`config.mk`:
```
export PLATFORM = sky130hd
export DESIGN_NAME = wb_stage
export DESIGN_NICKNAME = d
export VERILOG_FILES = /design/src/rtl/wb_stage.sv
export SDC_FILE = /design/constraint.sdc
export NUM_CORES = 1
export LEC_CHECK = 0
export BUFFER_PORTS_ARGS = -buffer_cell sky130_fd_sc_hd__buf_2
export CAP_MARGIN = 20
export CELL_PAD_IN_SITES_DETAIL_PLACEMENT = 1
export CELL_PAD_IN_SITES_GLOBAL_PLACEMENT = 2
export CORE_MARGIN = 2
export CORE_UTILIZATION = 32
export DETAILED_ROUTE_END_ITERATION = 10
export HOLD_SLACK_MARGIN = 0.12
export PLACE_DENSITY_LB_ADDON = 0.05
export RECOVER_POWER = 25
export SETUP_SLACK_MARGIN = 0.05
export SYNTH_ARGS = -nofsm -noshare
export SYNTH_HDL_FRONTEND = slang
export SYNTH_SLANG_ARGS = --single-unit
```
`constraint.sdc`:
```
create_clock -name clk -period 7.95 [get_ports clk]
set_clock_uncertainty 0.15 [all_clocks]
set_input_delay 1.1925 -clock clk [delete_from_list [all_inputs] [get_ports clk]]
set_output_delay 1.1925 -clock clk [all_outputs]
set_load 0.05 [all_outputs]
```
`src/rtl/wb_stage.sv`:
```
// Write-back stage of the five-stage MIPS pipeline: register-file write, HI/LO,
// the CP0 subset (BadVAddr/Count/Status/Cause/EPC), precise exceptions and ERET.
module wb_stage #(
  parameter logic [31:0] EXC_ENTRY  = 32'hbfc00380,
  parameter logic [31:0] STATUS_RST = 32'h00400000
) (
  input  logic         clk,
  input  logic         reset,
  input  logic         WB_valid,
  input  logic [156:0] MEM_WB_bus_r,
  output logic         rf_wen,
  output logic [4:0]   rf_wdest,
  output logic [31:0]  rf_wdata,
  output logic         WB_over,
  output logic [4:0]   WB_wdest,
  output logic [32:0]  exc_bus,
  output logic [31:0]  WB_pc
);

  localparam logic [7:0] ADDR_BADVADDR = 8'h40;
  localparam logic [7:0] ADDR_COUNT    = 8'h48;
  localparam logic [7:0] ADDR_STATUS   = 8'h60;
  localparam logic [7:0] ADDR_CAUSE    = 8'h68;
  localparam logic [7:0] ADDR_EPC      = 8'h70;

  logic        inst_rf_wen;
  logic [31:0] mem_result, lo_result;
  logic        hi_write, lo_write, mfhi, mflo, mtc0, mfc0;
  logic [7:0]  cp0r_addr;
  logic        syscall, eret;
  logic [31:0] pc;
  logic        br, true_flagout, isbadaddr;
  logic [31:0] badaddr;
  logic        unused_stop;
  logic        store_isbadaddr, notinst, ri;

  assign {inst_rf_wen, rf_wdest, mem_result, lo_result,
          hi_write, lo_write, mfhi, mflo, mtc0, mfc0, cp0r_addr, syscall, eret,
          pc, br, true_flagout, isbadaddr, badaddr,
          unused_stop, store_isbadaddr, notinst, ri} = MEM_WB_bus_r;

  logic [31:0] hi, lo;
  logic [31:0] count, status, cause, epc, badvaddr;
  logic        count_tick;

  logic        live, exc, eret_go, mtc0_go;
  logic [4:0]  exc_code;
  logic        badv_wr;
  logic [31:0] badv_val;
  logic [31:0] cp0_rdata;

  // Reset also gates the live signal so a redirect vanishes the moment reset rises.
  assign live    = WB_valid & ~reset;
  assign exc     = live & (notinst | ri | true_flagout | syscall | isbadaddr | store_isbadaddr);
  assign eret_go = live & eret & ~exc;
  assign mtc0_go = live & mtc0 & ~exc;

  always_comb begin
    exc_code = 5'd0;
    badv_wr  = 1'b0;
    badv_val = pc;
    if (notinst) begin
      exc_code = 5'd4;
      badv_wr  = 1'b1;
      badv_val = pc;
    end else if (ri) begin
      exc_code = 5'd10;
    end else if (true_flagout) begin
      exc_code = 5'd12;
    end else if (syscall) begin
      exc_code = 5'd8;
    end else if (isbadaddr) begin
      exc_code = 5'd4;
      badv_wr  = 1'b1;
      badv_val = badaddr;
    end else if (store_isbadaddr) begin
      exc_code = 5'd5;
      badv_wr  = 1'b1;
      badv_val = badaddr;
    end
  end

  always_comb begin
    case (cp0r_addr)
      ADDR_BADVADDR: cp0_rdata = badvaddr;
      ADDR_COUNT:    cp0_rdata = count;
      ADDR_STATUS:   cp0_rdata = status;
      ADDR_CAUSE:    cp0_rdata = cause;
      ADDR_EPC:      cp0_rdata = epc;
      default:       cp0_rdata = 32'd0;
    endcase
  end

  assign rf_wen   = live & inst_rf_wen & ~exc;
  assign rf_wdata = mfhi ? hi : mflo ? lo : mfc0 ? cp0_rdata : mem_result;
  assign WB_over  = WB_valid;
  assign WB_wdest = rf_wdest & {5{WB_valid}};
  assign WB_pc    = pc;
  assign exc_bus  = exc ? {1'b1, EXC_ENTRY} : eret_go ? {1'b1, epc} : 33'd0;

  always_ff @(posedge clk or posedge reset) begin
    if (reset) begin
      hi <= 32'd0;
      lo <= 32'd0;
    end else if (live && !exc) begin
      if (hi_write) hi <= mem_result;
      if (lo_write) lo <= lo_result;
    end
  end

  // Count advances every second cycle; a software write restarts the phase.
  always_ff @(posedge clk or posedge reset) begin
    if (reset) begin
      count      <= 32'd0;
      count_tick <= 1'b0;
    end else if (mtc0_go && cp0r_addr == ADDR_COUNT) begin
      count      <= mem_result;
      count_tick <= 1'b0;
    end else begin
      count_tick <= ~count_tick;
      if (count_tick) count <= count + 32'd1;
    end
  end

  always_ff @(posedge clk or posedge reset) begin
    if (reset) begin
      status   <= STATUS_RST;
      cause    <= 32'd0;
      epc      <= 32'd0;
      badvaddr <= 32'd0;
    end else if (exc) begin
      status[1]  <= 1'b1;
      cause[6:2] <= exc_code;
      if (!status[1]) begin
        epc       <= br ? pc - 32'd4 : pc;
        cause[31] <= br;
      end
      if (badv_wr) badvaddr <= badv_val;
    end else if (eret_go) begin
      status[1] <= 1'b0;
    end else if (mtc0_go) begin
      case (cp0r_addr)
        ADDR_STATUS: begin
          status[15:8] <= mem_result[15:8];
          status[1:0]  <= mem_result[1:0];
        end
        ADDR_CAUSE: cause[9:8] <= mem_result[9:8];
        ADDR_EPC:   epc <= mem_result;
        default:    ;
      endcase
    end
  end

endmodule

```
# Yosys cells after proc, flatten, opt, wreduce, memory -nomap -nowiden
# Index checks and enable logic that the tools add are counted.
[totals]
output_inout_bits = 109
wordCells = 93
input_bits = 160
reg_bits = 179
[op_classes]
add_sub_neg = 2
n_bitwise = 19
eq_ne = 7
n_reduce_logical = 16
mux = 37
[op_table]
columns = ["operator", "n"]
rows = [
  ["$mux W32", 17],
  ["$pmux W32 S5", 1],
  ["$mux W33", 2],
  ["$eq A8 B7 Y1 const B", 5],
  ["$add A32 B1 Y32 const B", 1],
  ["$sub A32 B3 Y32 const B", 1],
  ["$mux W4", 4],
  ["$reduce_and A4 Y1", 3],
  ["$reduce_and A2 Y1", 5],
  ["$mux W1", 9],
  ["$and A1 B1 Y1", 8],
  ["$mux W3", 2],
  ["$reduce_bool A2 Y1", 3],
  ["$reduce_bool A3 Y1", 2],
  ["$and A5 B5 Y5", 1],
  ["$not A1 Y1", 5],
  ["$or A1 B1 Y1", 5],
  ["$mux W2", 2],
  ["$ne A2 B2 Y1 const B", 2],
  ["$logic_and A1 B1 Y1", 2],
  ["$logic_not A1 Y1", 1],
]

# Depth between registers and ports, before layout
# Gate-level depths: netlist (run 1).
[depth]
depth_word = 11
depth_mapped = 9
depth_no_buf = 8

# Worst setup path after synthesis (run 1)
# No wires, ideal clock.
[synth_timing]
path_type = "input-to-output"
startpoint = "input MEM_WB_bus_r[74]"
endpoint = "output rf_wdata[8]"
n_path_buf = 1
path_slack_ps = 3048
arrival_time_ps = 3560
required_time_ps = 6608
path_stages = 5
cell_sequence = "or3_4 -> nor4_4 -> clkbuf_1 -> a221oi_1 -> o31ai_1"
[synth_between]
elab_chain_len = 5
word_cells_on_any_way = 9
cone_classes = "5 x eq/ne; 4 x mux"
[synth_lines]
columns = ["element", "line_no", "rtl"]
rows = [
  ["start, declared", "10", "input logic [156:0] MEM_WB_bus_r,"],
  ["$eq A8 B7 Y1", "84", "case (cp0r_addr)"],
  ["$pmux W32 S5 (*)", "84", ""],
  ["$mux W32 (*) (3 in a row)", "95", "assign rf_wdata = mfhi ? hi : mflo ? lo : mfc0 ? cp0_rdata : mem_result;"],
  ["end, declared", "13", "output logic [31:0] rf_wdata,"],
]
# Mark *: on every way between the ends. The rest lies on a longest branch, timed or not.

# Final worst setup path (run 1)
[layout_timing]
startpoint = "input MEM_WB_bus_r[0]"
endpoint = "output exc_bus[31]"
[layout_between]
elab_chain_len = 10
[layout_lines]
columns = ["element", "line_no", "rtl"]
rows = [
  ["$or A1 B1 Y1 (*) (5 in a row)", "54", "assign exc = live & (notinst | ri | true_flagout | syscall | isbadaddr | store_isbadaddr);"],
  ["$and A1 B1 Y1 (*)", "54", ""],
  ["$not A1 Y1 (no line)", "--", ""],
  ["$and A1 B1 Y1", "55", "assign eret_go = live & eret & ~exc;"],
  ["$mux W33", "99", "assign exc_bus = exc ? {1'b1, EXC_ENTRY} : eret_go ? {1'b1, epc} : 33'd0;"],
  ["$mux W33 (*)", "99", ""],
  ["end, declared", "16", "output logic [32:0] exc_bus,"],
]
# Marks and branches as above.

==> impl_metrics.toml, run 1 <==
[finish]
area_delta_synth_final_pct = 19.4
nets = 1529
stdcell_area_mm2 = 0.0126
n_antenna_cell = 0
drive_gt1_share_pct = 29.6

[timing]
period_needed_ns = 5.56
maxSlewViolCount = 91
worst_slew_pin_slew_ns = 2.42
period_share_pct = 69.9
finalSetupTns_ns = 0
setup_viol = 0
rsz0062_at_grt = "no"
slew_headroom_pct = -62.0
fmax_ghz = 0.180
hold_violations = 0

[routing]
drt_iter0_markers = 426
wl_per_cell_um = 21.8
viasPerCell = 5.14
ant_nets = 0
routed_wirelength_mm = 39.6
drc = 0
via_count = 9360
dr.pass1.iters = 4

[global_route]
grt_pass1_vias = 9217
grt_max_degree = 68
grt_usage_pct = 23.2
antenna_found_initial = 1
grt_pass1_wl_mm = 58.8
overflow = 0

[logic_synthesis]
synth_edf_count = 0
synth_cell_types = 60
synth_area_leader_cell = "dfrtp_1"
synth_compound_area_share_pct = 16.7
seq_area_frac_synth_pct = 42.3
synth_nets = 1337
synth_top_family_by_area = "simple AND/OR/NAND/NOR gates"
synth.area.top_cells = "dfrtp_1, mux2_2, a21oi_1, nor2_1, mux2i_1"
synthArstFlopShare_pct = 100
ys.flop_type = "dfrtp_1"
synth_warnings = 46
synth_fa_ha_area_share_pct = 0.238
synthSimpleGateAreaFrac_pct = 18.6
yosys_register_bits = 178
synthXorXnorAreaFrac_pct = 4.57
synth_cells = 1175
syn_area_mm2 = 0.0105
synth_top_area_share_pct = 42.3
netlist_top_cells_count = "dfrtp_1, nor2_1, a21oi_1"
synth_most_common_cell = "dfrtp_1"
syn_avg_cell_area_um2 = 8.96
synth_mux_area_share_pct = 10.9

[min_path]
holdPathStages = 2
holdPathEnd = "hi[7]"
hp-class = "register to register"
hold_start = "hi[7]"

[floorplanning]
die-area_mm2 = 0.0344
core_mm2 = 0.0325
ios = 269
initial_core_util_pct = 32.4
die_w_um = 185
die_h_um = 185
rows = 66

[critical_path]
cp.required_ns = 6.61
ff2ff_setup_slack_ns = 5.56
crit_path_start_kind = "input port"
rr_worst_depth = 7
cp_common_cell = "clkbuf_1"
r2r-end = "count[27]"
cp_cell_sequence = "clkbuf_1 > or3_1 > o21ai_4 > clkbuf_1 > nand2_1 > buf_2"
cp_slowest_cell = "clkbuf_1"
cp_top_family = "buffers and inverters"
cp_max_fo = 43
cp-end-kind = "output port"
arrival_ns = 4.21
cp_num_buf_inv = 3
crit_type = "input port to output port"
timing.rr.start = "count[5]"
cpPeakStageDelay_ns = 1.45

[clock_network]
cts_hold_buffers = 0
postCtsResizedCells = 0
root_buffer = "clkbuf_16"
clkTransAtPathRegs_ns = 0.06
clock_latency_ns = 0.45
cts_buffers = 17
cts_tree = "done"
cts_setup_buffers = 0
cts_max_level = 4
cts.sinks = 178
clk_path_buf_depth = 2

[placement]
io_buffers = 267
post_dp_cell_area_mm2 = 0.0120
hpwl_mm = 29.8
place.gp.congestion = 0.821

[pwr]
vdd_drop_max_v = 0.000147
power.leakage_uw = 0.00585
powerDensity_mw_per_mm2 = 195

[run_status]
violations = "max-capacitance violations, max-slew violations"
outcome = "complete, but fails checks"

[job]
maxCapViolCount = 2
-- worst max path at each step --
stage	startpoint	end	slack, ns	cells after the start
2_1_floorplan	reset	badvaddr[0]	1.78	1
3_3_place_gp	MEM_WB_bus_r[74]	rf_wdata[30]	2.45	8
3_5_place_dp	MEM_WB_bus_r[74]	rf_wdata[30]	2.43	8
4_1_cts	MEM_WB_bus_r[74]	rf_wdata[17]	2.42	8
5_1_grt	MEM_WB_bus_r[74]	rf_wdata[30]	2.22	8
6_report	MEM_WB_bus_r[0]	exc_bus[31]	2.39	6
-- layout by cell type (no fill, tap or decap), drive strengths merged, types with 19 or more instances in the layout --
cell type | netlist | routed
a21oi | 126 | 126
a221oi | 23 | 23
and3 | 29 | 29
buf | 65 | 284
clkbuf | 49 | 23
dfrtp | 178 | 178
inv | 26 | 30
mux2 | 59 | 59
mux2i | 46 | 46
nand2 | 95 | 95
nand3 | 19 | 19
nor2 | 168 | 168
o21ai | 85 | 85
xnor2 | 26 | 26
xor2 | 29 | 29
-- power breakdown --
group	internal, uW	leakage (uW)	switching, uW
logic	149	0.00336	302
registers	1010	0.00221	124
clock network	456	0.000278	413
-- flip-flops by register name (all words and copies together), names as in the netlist --
name        flops
badvaddr       32
count          32
epc            32
hi             32
lo             32
status         10
cause           7
count_tick      1
-- per-layer routing --
metal  vias up  share of wire [%]  track usage, %
met5         -                  0               0
met4         0               0.51            3.49
met3        14                4.8            3.17
met2       260                 41            32.4
met1      4596                 54            37.7
li1       4490                  -               -
-- final cells by class --
cell class	count	area (um^2)
inverter	27	103
clock inverter	12	120
tap	442	553
clock buffer	20	457
multi-input combinational	856	5400
sequential	178	4450
timing repair buffer	287	1480
fill	3848	19900
-- metrics by stage --
| stage | cells | utilization, % | worst slack (ns) | total power (uW) | hold WS [ns] |
|---|---|---|---|---|---|
| floorplan | 1175 | - | 1.78 | 1400 | 0.290 |
| global placement | 1790 | 37.0 | 2.45 | 1590 | 0.311 |
| detailed placement | 1790 | 37.0 | 2.43 | 1600 | 0.320 |
| CTS | 1822 | 38.8 | 2.42 | 2470 | 0.335 |
| global route | 1822 | 38.7 | 2.22 | 2560 | 0.357 |
| finish | 1822 | 38.7 | 2.39 | 2450 | 0.332 |
-- kinds of logic (layout without fill, tap and decap cells) --
logic type,count (synthesis),in the layout
simple gates,395,395
compound gates,298,298
xor+xnor,55,55
mux,106,106
fa+ha+maj,2,2
flops,178,178
buf+inv,141,346
-- worst min-delay path, delay by kind of cell (launching register included) --
| kind | cells | cell delay [ns] |
|---|---|---|
| compound gates | 1 | 0.06 |
| flops | 1 | 0.34 |
| simple gates | 1 | 0.05 |
Note: power is estimated with default switching activity, not from simulation.
==> run 2: changes to the inputs <==
Clock period 7.95 ns to 5.25 ns, I/O delays scaled along.
==> impl_metrics.toml, run 2 (synthesized netlist as in run 1, its figures left out) <==
[pwr]
p_clk_share_pct = 37.0
pwr-share-comb_pct = 17.9
pwr-share-seq_pct = 45.1
total_power_uw = 3810
intPower_uw = 2580
power.leakage_uw = 0.00589
vdd_drop_max_v = 0.000220
powerDensity_mw_per_mm2 = 301
swShare_pct = 32.3
switchingPower_uw = 1230

[critical_path]
cp-end-kind = "output port"
cpPeakStageDelay_ns = 0.55
cp_slowest_cell = "or4b_4"
startpoint = "MEM_WB_bus_r[74]"
ff2ff_setup_slack_ns = 2.88
cp_cell_sequence = "buf_2 > or3_4 > or4b_4 > nor2_2 > buf_4 > a22o_1 > a221oi_1 > nor2_1 > buf_2"
cp_common_cell = "buf_2"
timing.rr.start = "count[5]"
rr_worst_depth = 7
cp.required_ns = 4.31
arrival_ns = 3.26
crit_type = "input port to output port"
r2r-end = "count[27]"
crit_path_start_kind = "input port"
cp_max_fo = 26

[timing]
period_needed_ns = 4.19
setup_viol = 0
rsz0062_at_grt = "no"
hold_violations = 0
postLayoutSetupSlackWorst_ns = 1.06
slew_headroom_pct = -78.4
finalSetupTns_ns = 0
worst_slew_pin_slew_ns = 2.68
period_share_pct = 79.9
maxSlewViolCount = 179
fmax_ghz = 0.238

[finish]
drive_gt1_share_pct = 30.0
layout_commonest_cell = "buf_2"
instances_no_fill = 1827
most-common-layout-cells = "buf_2, dfrtp_1, nor2_1"
area_delta_synth_final_pct = 20.3
fin_util_pct = 39.0
n_antenna_cell = 0
nets = 1534

[placement]
io_buffers = 267
place.gp.congestion = 0.854
place_ws_ns = 1.07
hpwl_mm = 30.0
dp.cells = 1795

[clock_network]
clk_path_buf_depth = 2
cts_hold_buffers = 0
cts_tree = "done"
cts_max_level = 4
clock_latency_ns = 0.45
cts_setup_buffers = 0
clkTransAtPathRegs_ns = 0.06
cts.sinks = 178
postCtsResizedCells = 0
root_buffer = "clkbuf_16"
cts_buffers = 17

[global_route]
grt_pass1_wl_mm = 59.7
antenna_found_initial = 1
grt_usage_pct = 23.5
overflow = 0
grt_pass1_vias = 9333
grt_max_degree = 179

[min_path]
holdPathStages = 2
hold_start = "hi[19]"
hp-class = "register to register"
holdPathEnd = "hi[19]"

[routing]
dr.pass1.iters = 5
via_count = 9392
viasPerCell = 5.14
wl_per_cell_um = 21.8
drc = 0
drt_iter0_markers = 536
routed_wirelength_mm = 39.9
ant_nets = 0

[floorplanning]
initial_core_util_pct = 32.4
ios = 269
rows = 66
core_mm2 = 0.0325
die_w_um = 185
die_h_um = 185
die-area_mm2 = 0.0344

[run_status]
violations = "max-capacitance violations, max-slew violations"
outcome = "complete, but fails checks"

[job]
maxCapViolCount = 1
==> run 2: cell count changes in the layout (fill, tap and decap cells not counted), sizes merged <==
| cell | previous run | this run |
|---|---|---|
| clkinv | 5 | 4 |
| inv | 30 | 25 |
| bufinv | 1 | 4 |
| buf | 284 | 289 |
| clkinvlp | 3 | 7 |
| clkbuf | 23 | 22 |
==> run 2: power groups by stage <==
stage	combinational, uW	sequential [uW]	clock [uW]
floorplan	481	1640	0
global placement	679	1730	0
detailed placement	690	1740	0
CTS	692	1710	1440
global route	754	1740	1490
finish	683	1720	1410
==> run 2: area by class of cell <==
cell class                 instances  area [um^2]
multi-input combinational        856         5400
clock buffer                      19          453
tap                              442          553
timing repair buffer             292         1520
sequential                       178         4450
clock inverter                    13          184
fill                            3871        19800
inverter                          27          105
==> run 2: through the flow <==
step	hold WS (ns)	area (um^2)
after floorplan	0.290	10500
after global placement	0.311	12100
after detailed placement	0.321	12100
after CTS	0.337	12700
after global routing	0.360	12700
final	0.333	12700
==> run 2: worst max-delay path, delay by kind of cell <==
| kind | cells | cell delay [ns] |
|---|---|---|
| compound gates | 2 | 0.30 |
| buf+inv | 3 | 0.75 |
| simple gates | 4 | 1.37 |
==> run 2: worst max path at each step <==
| stage | end | slack [ns] | cells past startpoint |
|---|---|---|---|
| after floorplan | rf_wdata[8] | 1.16 | 5 |
| final | rf_wdata[30] | 1.06 | 9 |
| after global placement | rf_wdata[6] | 1.08 | 9 |
| after global routing | rf_wdata[6] | 0.93 | 9 |
| after CTS | rf_wdata[6] | 1.07 | 9 |
| after detailed placement | rf_wdata[6] | 1.07 | 9 |
==> run 2: routing by layer <==
layer / share of wire, % / vias up / wire length (um) / global-route usage [%]
met5: 0 / - / 0 / 0
met4: 1.2 / 0 / 488 / 5.52
met3: 5.0 / 28 / 1990 / 3.19
met2: 41 / 282 / 16200 / 33.1
met1: 53 / 4600 / 21200 / 37.4
li1: - / 4482 / - / -
==> run 3: changes to the inputs <==
Settings changed: ABC_AREA set to 1, CORE_UTILIZATION 32 to 30.
Clock period 5.25 ns to 4 ns, I/O delays scaled along.
==> impl_metrics.toml, run 3 <==
[critical_path]
crit_path_start_kind = "input port"
cp_num_buf_inv = 4
cp_common_cell = "nand2_1"
arrival_ns = 2.81
startpoint = "MEM_WB_bus_r[74]"
cp_top_family = "simple AND/OR/NAND/NOR gates"
cpPeakStageDelay_ns = 0.42
cp-end-kind = "output port"
cp_slowest_cell = "o21ai_0"
cp_cell_sequence = "buf_2 > nor2_1 > nand2_2 > nor2_4 > buf_4 > nand2_2 > clkinv_2 > nand2_1 > nand2_1 > o21ai_0 > nand2_1 > nand2_1 > nand2_1 > buf_2"
cp.depth = 14
crit_type = "input port to output port"
ff2ff_setup_slack_ns = 1.74
timing.rr.start = "count[0]"
rr_worst_depth = 10
cp_max_fo = 16
cp.required_ns = 3.25

[clock_network]
clk_path_buf_depth = 2
cts_hold_buffers = 0
postCtsResizedCells = 0
cts_max_level = 4
clkTransAtPathRegs_ns = 0.06
cts.sinks = 178
clock_latency_ns = 0.45
cts_buffers = 17
cts_setup_buffers = 0
cts_tree = "done"
root_buffer = "clkbuf_16"

[timing]
setup_viol = 0
rsz0062_at_grt = "no"
finalSetupTns_ns = 0
maxSlewViolCount = 0
hold_violations = 0
period_needed_ns = 3.56
fmax_ghz = 0.281
slew_headroom_pct = 42.6
worst_slew_pin_slew_ns = 0.861
period_share_pct = 88.9

[finish]
fin_util_pct = 36.8
stdcell_area_mm2 = 0.0142
drive_gt1_share_pct = 23.1
most-common-layout-cells = "nand2_1, buf_2, inv_1"
nets = 2065
instances_no_fill = 2434
n_antenna_cell = 0
layout_commonest_cell = "nand2_1"
area_delta_synth_final_pct = 20.9

[floorplanning]
ios = 269
die-area_mm2 = 0.0408
die_h_um = 202
die_w_um = 202
core_mm2 = 0.0386
initial_core_util_pct = 30.5
rows = 72

[min_path]
hold_start = "MEM_WB_bus_r[113]"
hp-class = "input port to register"
holdPathStages = 2

[global_route]
overflow = 0
grt_usage_pct = 23.5
antenna_found_initial = 0
grt_pass1_vias = 11800
grt_max_degree = 118
grt_pass1_wl_mm = 73.2

[pwr]
powerDensity_mw_per_mm2 = 344
power.leakage_uw = 0.00727
swShare_pct = 33.2
p_clk_share_pct = 35.7
pwr-share-comb_pct = 20.6
switchingPower_uw = 1620
intPower_uw = 3270
pwr-share-seq_pct = 43.7
vdd_drop_max_v = 0.000193

[routing]
dr.pass1.iters = 5
drt_iter0_markers = 571
drc = 0
viasPerCell = 4.76
routed_wirelength_mm = 47.4
via_count = 11600
wl_per_cell_um = 19.5
ant_nets = 0

[logic_synthesis]
synth_warnings = 46
synth.area.top_cells = "dfrtp_1, nand2_1, nor2_1, inv_1, o21ai_0"
seq_area_frac_synth_pct = 37.8
synth_edf_count = 0
ys.flop_type = "dfrtp_1"
syn_avg_cell_area_um2 = 6.89
synthArstFlopShare_pct = 100
synth_cell_types = 44
syn_area_mm2 = 0.0118
synth_most_common_cell = "nand2_1"
yosys_register_bits = 178
synth_cells = 1709
netlist_top_cells_count = "nand2_1, nor2_1, inv_1"
synth_nets = 1871
synth_top_area_share_pct = 37.8
synth_area_leader_cell = "dfrtp_1"

[placement]
dp.cells = 2402
hpwl_mm = 36.6
place.gp.congestion = 0.853
io_buffers = 267
post_dp_cell_area_mm2 = 0.0136

[job]
maxCapViolCount = 0

[run_status]
outcome = "finished, final reports clean"
run 3: cell count changes after synthesis, sizes merged, moves of 22 or more:
cell | before | now
o21ai | 85 | 152
nor2 | 168 | 214
mux2i | 46 | 0
nand2 | 95 | 522
inv | 26 | 206
a21oi | 126 | 61
nand3 | 19 | 86
o211ai | 3 | 30
mux2 | 59 | 37
a221oi | 23 | 0
and3 | 29 | 0
run 3: stage by stage:
stage | power, uW | hold WS [ns] | worst slack (ns)
after floorplan | 2860 | 0.292 | -1.23
after global placement | 3160 | 0.306 | 0.491
after detailed placement | 3180 | 0.315 | 0.473
after CTS | 4950 | 0.213 | 0.467
after global routing | 5150 | 0.224 | 0.206
final | 4890 | 0.238 | 0.444
run 3: layout make-up:
type | instances | area [um^2]
Inverter | 210 | 803
Tap cell | 518 | 648
Clock buffer | 20 | 457
Sequential cell | 178 | 4450
Clock inverter | 12 | 134
Fill cell | 4910 | 24400
Multi-Input combinational cell | 1212 | 6230
Timing Repair Buffer | 284 | 1510
run 3: final timing paths:
kind,end
worst min-delay path,lo[26]
worst max-delay path,rf_wdata[12]
min in group asynchronous,lo[3]
worst max register to register,count[20]
worst min register to register,epc[25]
max in group asynchronous,lo[8]
run 3: power groups by stage:
stage | clock, uW | combinational [uW] | sequential [uW]
2_1_floorplan | 0 | 753 | 2110
3_3_place_gp | 0 | 996 | 2170
3_5_place_dp | 0 | 1010 | 2170
4_1_cts | 1790 | 1020 | 2140
5_1_grt | 1870 | 1120 | 2160
6_report | 1750 | 1010 | 2140
run 3: layer usage:
layer | up-vias | track usage [%] | routed length, um
met4 | 0 | 4.52 | 408
li1 | 5782 | - | -
met2 | 234 | 34.4 | 19700
met3 | 18 | 2.81 | 1740
met5 | - | 0 | 0
met1 | 5542 | 36.7 | 25500
run 3: cell families (layout without fill, tap and decap cells):
kind of cell	after synthesis	in the layout	share of synthesized area (%)
flops	178	178	37.8
xor+xnor	28	28	2.08
mux	37	37	3.54
buf+inv	319	526	12.1
fa+ha+maj	2	2	0.213
compound gates	287	287	13.9
simple gates	858	858	30.3
